## src/rtl/pellet_map_ctrl.sv

```systemverilog
// Pellet map controller: a 1024x1 single-port map shared between the renderer
// and game-logic eat requests, with a refill sweep and a pellet counter.
module pellet_map_ctrl (
  input  logic       clk,
  input  logic       reset_n,
  input  logic       level_start,
  input  logic       rd_en,
  input  logic [4:0] rd_x,
  input  logic [4:0] rd_y,
  output logic       rd_data,
  input  logic       eat_req,
  input  logic [4:0] eat_x,
  input  logic [4:0] eat_y,
  output logic       eat_ack,
  output logic       eat_hit,
  output logic       busy,
  output logic [9:0] pellets_left,
  output logic       level_clear
);

  typedef enum logic [2:0] {
    ST_INIT,
    ST_IDLE,
    ST_EAT_RD,
    ST_EAT_WR,
    ST_ACK
  } state_t;

  localparam logic [9:0] FULL_COUNT = 10'd900;
  localparam logic [9:0] LAST_ADDR  = 10'd1023;

  state_t     state_q, state_d;
  logic [9:0] sweep_addr_q, sweep_addr_d;
  logic [9:0] eat_addr_q, eat_addr_d;
  logic       hit_q, hit_d;
  logic       rd_data_q, rd_data_d;
  logic       eat_ack_q, eat_ack_d;
  logic       eat_hit_q, eat_hit_d;
  logic       busy_q, busy_d;
  logic [9:0] pellets_q, pellets_d;
  logic       level_clear_q, level_clear_d;

  logic       mem [0:1023];
  logic [9:0] mem_addr;
  logic       mem_we;
  logic       mem_wdata;
  logic       mem_rdata;
  logic [4:0] sweep_x;
  logic [4:0] sweep_y;
  logic       sweep_play;

  assign sweep_x    = sweep_addr_q[4:0];
  assign sweep_y    = sweep_addr_q[9:5];
  assign sweep_play = (sweep_x != 5'd0) && (sweep_x != 5'd31) &&
                      (sweep_y != 5'd0) && (sweep_y != 5'd31);

  // Single array port: refill sweep first, then renderer, then the eat sequence.
  always_comb begin
    mem_addr  = eat_addr_q;
    mem_we    = 1'b0;
    mem_wdata = 1'b0;
    if (state_q == ST_INIT) begin
      mem_addr  = sweep_addr_q;
      mem_we    = 1'b1;
      mem_wdata = sweep_play;
    end else if (rd_en) begin
      mem_addr = {rd_y, rd_x};
    end else if ((state_q == ST_EAT_WR) && !level_start) begin
      mem_we = 1'b1;
    end
  end

  assign mem_rdata = mem[mem_addr];

  always_ff @(posedge clk) begin
    if (mem_we) begin
      mem[mem_addr] <= mem_wdata;
    end
  end

  always_comb begin
    state_d      = state_q;
    sweep_addr_d = sweep_addr_q;
    eat_addr_d   = eat_addr_q;
    hit_d        = hit_q;
    pellets_d    = pellets_q;
    eat_ack_d    = 1'b0;
    eat_hit_d    = 1'b0;
    rd_data_d    = rd_data_q;

    if ((state_q != ST_INIT) && rd_en) begin
      rd_data_d = mem_rdata;
    end

    case (state_q)
      ST_INIT: begin
        if (sweep_addr_q == LAST_ADDR) begin
          state_d   = ST_IDLE;
          pellets_d = FULL_COUNT;
        end else begin
          sweep_addr_d = sweep_addr_q + 10'd1;
        end
      end
      ST_IDLE: begin
        if (eat_req) begin
          eat_addr_d = {eat_y, eat_x};
          state_d    = ST_EAT_RD;
        end
      end
      ST_EAT_RD: begin
        if (!rd_en) begin
          hit_d   = mem_rdata;
          state_d = ST_EAT_WR;
        end
      end
      ST_EAT_WR: begin
        if (!rd_en) begin
          state_d   = ST_ACK;
          eat_ack_d = 1'b1;
          eat_hit_d = hit_q;
          if (hit_q && (pellets_q != 10'd0)) begin
            pellets_d = pellets_q - 10'd1;
          end
        end
      end
      ST_ACK: begin
        state_d = ST_IDLE;
      end
      default: begin
        state_d = ST_INIT;
      end
    endcase

    // A refill request wins over everything and drops any eat in flight.
    if (level_start) begin
      state_d      = ST_INIT;
      sweep_addr_d = 10'd0;
      pellets_d    = pellets_q;
      eat_ack_d    = 1'b0;
      eat_hit_d    = 1'b0;
    end

    if (state_d == ST_INIT) begin
      rd_data_d = 1'b0;
    end

    busy_d        = (state_d == ST_INIT);
    level_clear_d = (pellets_q == 10'd0) && (state_q != ST_INIT) &&
                    (state_d != ST_INIT);
  end

  always_ff @(posedge clk or negedge reset_n) begin
    if (!reset_n) begin
      state_q       <= ST_INIT;
      sweep_addr_q  <= 10'd0;
      eat_addr_q    <= 10'd0;
      hit_q         <= 1'b0;
      rd_data_q     <= 1'b0;
      eat_ack_q     <= 1'b0;
      eat_hit_q     <= 1'b0;
      busy_q        <= 1'b1;
      pellets_q     <= 10'd0;
      level_clear_q <= 1'b0;
    end else begin
      state_q       <= state_d;
      sweep_addr_q  <= sweep_addr_d;
      eat_addr_q    <= eat_addr_d;
      hit_q         <= hit_d;
      rd_data_q     <= rd_data_d;
      eat_ack_q     <= eat_ack_d;
      eat_hit_q     <= eat_hit_d;
      busy_q        <= busy_d;
      pellets_q     <= pellets_d;
      level_clear_q <= level_clear_d;
    end
  end

  assign rd_data      = rd_data_q;
  assign eat_ack      = eat_ack_q;
  assign eat_hit      = eat_hit_q;
  assign busy         = busy_q;
  assign pellets_left = pellets_q;
  assign level_clear  = level_clear_q;

endmodule

```

## config.mk

```make
export PLATFORM = sky130hd
export DESIGN_NAME = pellet_map_ctrl
export DESIGN_NICKNAME = d
export VERILOG_FILES = /design/src/rtl/pellet_map_ctrl.sv
export SDC_FILE = /design/constraint.sdc
export NUM_CORES = 2
export LEC_CHECK = 0
export ABC_AREA = 1
export BUFFER_PORTS_ARGS = -buffer_cell sky130_fd_sc_hd__buf_4
export CAP_MARGIN = 20
export CORE_MARGIN = 4
export CORE_UTILIZATION = 47
export DETAILED_ROUTE_END_ITERATION = 16
export GPL_TIMING_DRIVEN = 0
export HOLD_SLACK_MARGIN = 0.15
export PLACE_DENSITY = 0.7
export SLEW_MARGIN = 25
export SYNTH_ARGS = -nofsm -noshare
export SYNTH_HDL_FRONTEND = slang
export SYNTH_SLANG_ARGS = --single-unit
```

## constraint.sdc

```tcl
create_clock -name clk -period 50.6 [get_ports clk]
set_clock_uncertainty 0.2 [all_clocks]
set_input_delay 2.53 -clock clk [delete_from_list [all_inputs] [get_ports clk]]
set_output_delay 2.53 -clock clk [all_outputs]
set_load 0.02 [all_outputs]
```

==> results.md <==
* Status: finished clean
* Worst hold stages at 1
* Yosys Warn Count at 0
* Reg2Reg Depth at 12
* Worst Max-Slew Pin Slew at between 1 and 1.5 ns
* CP Depth at 15
* PwrDens at about 35 nW/µm²
* Mean routed wirelength per cell at between 20 and 30 µm
* Die H at ~330 µm
* Max-cap violation count at 0
* Area after DPL at 52200 µm²
* Syn avg cell area at 8.81 µm²
* Synth Net Count at ~5600
* Clock tree buffer depth at 3
* Clk pin slew, worst setup/hold paths at approximately 0.060 ns
* Final Util at 0.536
* Vias per cell at approximately 6
* Hold_buf cts at 0
* Fin crit period at between 6 and 7 ns
* Crit path max fanout at 10
* Critical path class: input port to flop
* Row count at roughly 120
* RSZ-0062 raised after global routing: no
* Worst EP arrival at about 6.6 ns
* Achievable Freq at ~160 MHz
* FF-to-FF Start: state_q[1]
* Worst Setup End Kind: flop
* WP buf/inv at 7
* Via count at around 43000
* Final setup fails at 0
* Setup TNS at 0 ns
* Initial DRC Count at between 8000 and 9000
* Router iterations before antenna repair at 6
* IO buf count at 39
* Top cell family by delay on the critical path: buffers and inverters
* I/O pin total at 40
* # DRC at 0
* Final Power at between 1.5 and 2 mW
* Fraction of final layout cells sized beyond drive strength 1 at 0.0789
* CTS tree: done
* Leak at 21.9 nW
* Hold_sp: eat_addr_q[3]
* Design Area, Final at around 56000 µm²
* Sequential fraction of the synthesis area at 0.642
* CP max stage delay at ~0.63 ns
* Post-DP HPWL at 126000 µm
* Root Buffer: clkbuf_16
* Global Route Usage Sum at 0.338
* Initial antenna violation count at 2
* Setup Buffers After CTS at 0
* # H-tree levels at 3
* Sink count of the clock tree at between 1000 and 1500
* Detail Route Antenna Nets at 0
* Final net count at 5871
* Layout area overhead at 12.8%
* Post-synth design cell area at about 50000 µm²
* Gpl congestion at slightly above 1
* Die footprint at approximately 110000 µm²
* Core Area at between 100000 and 150000 µm²
* Worst setup SP type: input port
* Cell-by-cell trace of the critical path: buf_4 > buf_2 > nand2_1 > nand2_1 > nand2_2 > nand2_2 > buf_2 > buf_1 > nor2_1 > inv_1 > nor2_1 > nand2_1 > buf_2 > buf_2 > nor2_1
* GRT overflow at 0
* Critical R2R Capture: mem[458]
* Final Hold Fails at 0
* Worst hold endpoint: eat_addr_q[3]
* Number of global-route vias before repair at around 40000
* Clk_lat worst skew at a little over 0.7 ns
* Starting density of the core at 0.475
* Commonest non-fill, non-tap cell in the layout: nand2_1
* Largest net degree at the start of global routing at 40
* Die X-Extent at approximately 330 µm
* CP required at slightly above 50 ns
* Yosys cell types at 31
* Worst path slowest cell: buf_2
* First-pass GRT wire length at ~270000 µm
* Slew headroom at 0.164
* Max-slew violations at 0
* VDD IR max at 29.4 µV
* Routed WL at ~190000 µm
* Cts repair resizes at 0
* Worst hold path class: flop to flop
* CP dominant cell by count: buf_2
* Mapped Cells at about 5600
* WHS at approximately 0.31 ns
* Total CTS buffers at 111
* Flops & latches, synth at around 1100
* Commonest non-fill, non-tap cells in the layout: 2652 x nand2_1, 1137 x nor2_1, 1024 x edfxtp_1
* Reg2reg setup slack at 45.36 ns
* Final period util at 0.126
-- stage by stage --
| stage | std cells | worst slack (ns) |
|---|---|---|
| final | 7320 | 44.23 |
| after CTS | 7315 | 44.42 |
| after global placement | 7031 | -24.80 |
| after floorplan | 5612 | 3.61 |
| after global routing | 7315 | 44.19 |
| after detailed placement | 7110 | 43.74 |
-- metal layers --
layer / track usage / up-vias / share of wire
li1: - / 18343 / -
met1: 0.434 / 20244 / 0.34
met2: 0.486 / 3781 / 0.41
met3: 0.114 / 838 / 0.17
met4: 0.228 / 0 / 0.088
met5: 0 / - / 0
-- where the power goes --
part	switching, mW	internal, mW
combinational	0.134	0.0381
clock	0.358	0.464
sequential	0.00101	0.951
-- state kept, by name, summed over array words and instances, names as in the netlist --
register / flops
level_clear: 1
eat_ack: 1
mem: 1024
eat_hit: 1
eat_addr_q: 10
pellets_left: 10
state_q: 3
rd_data: 1
busy: 1
sweep_addr_q: 10
hit_q: 1
-- worst max path at each step --
stage                          from       end
floorplan           sweep_addr_q[0]    mem[0]
global placement    sweep_addr_q[0]  mem[938]
detailed placement            rd_en  mem[934]
CTS                           rd_en  mem[262]
global route                  rd_en  mem[618]
finish                        rd_en  mem[458]
-- synth_stat cells (all sizes together) --
master | number | area share
dfstp | 1 | 0.00053
ha | 3 | 0.00076
nand2 | 2657 | 0.20
o21ai | 32 | 0.0036
mux2 | 5 | 0.0011
or2 | 1 | 0.00013
nand4 | 2 | 0.00025
nand3 | 162 | 0.016
a211oi | 1 | 0.00015
a31oi | 3 | 0.00038
a21oi | 17 | 0.0017
dfrtp | 38 | 0.019
buf | 150 | 0.014
edfxtp | 1024 | 0.62
a2111oi | 2 | 0.00035
o211ai | 5 | 0.00076
o22ai | 1 | 0.00013
nor4 | 8 | 0.0010
nor3 | 24 | 0.0024
nor2 | 1147 | 0.088
clkbuf | 246 | 0.019
inv | 83 | 0.0063
-- cell families (layout without fill, tap and decap cells) --
family,count (synthesis),count (layout),synth area share
DFF,1063,1063,0.642
muxes,5,5,0.00114
and+or+nand+nor,4001,4001,0.310
other,0,5,0
AOI/OAI and AO/OA,61,61,0.00711
buffers and inverters,479,802,0.0389
adders and majority gates,3,3,0.000760
-- final cells by class --
| cell class | instances | area [µm²] |
|---|---|---|
| antenna | 5 | 12.5 |
| buffer | 396 | 1690 |
| clock buffer | 134 | 2910 |
| clock inverter | 71 | 653 |
| fill | 9452 | 48200 |
| inverter | 83 | 312 |
| multi-input combinational | 4070 | 15800 |
| sequential | 1063 | 31700 |
| tap | 1380 | 1730 |
| timing repair buffer | 118 | 950 |
(Power assumes the default switching activity.)
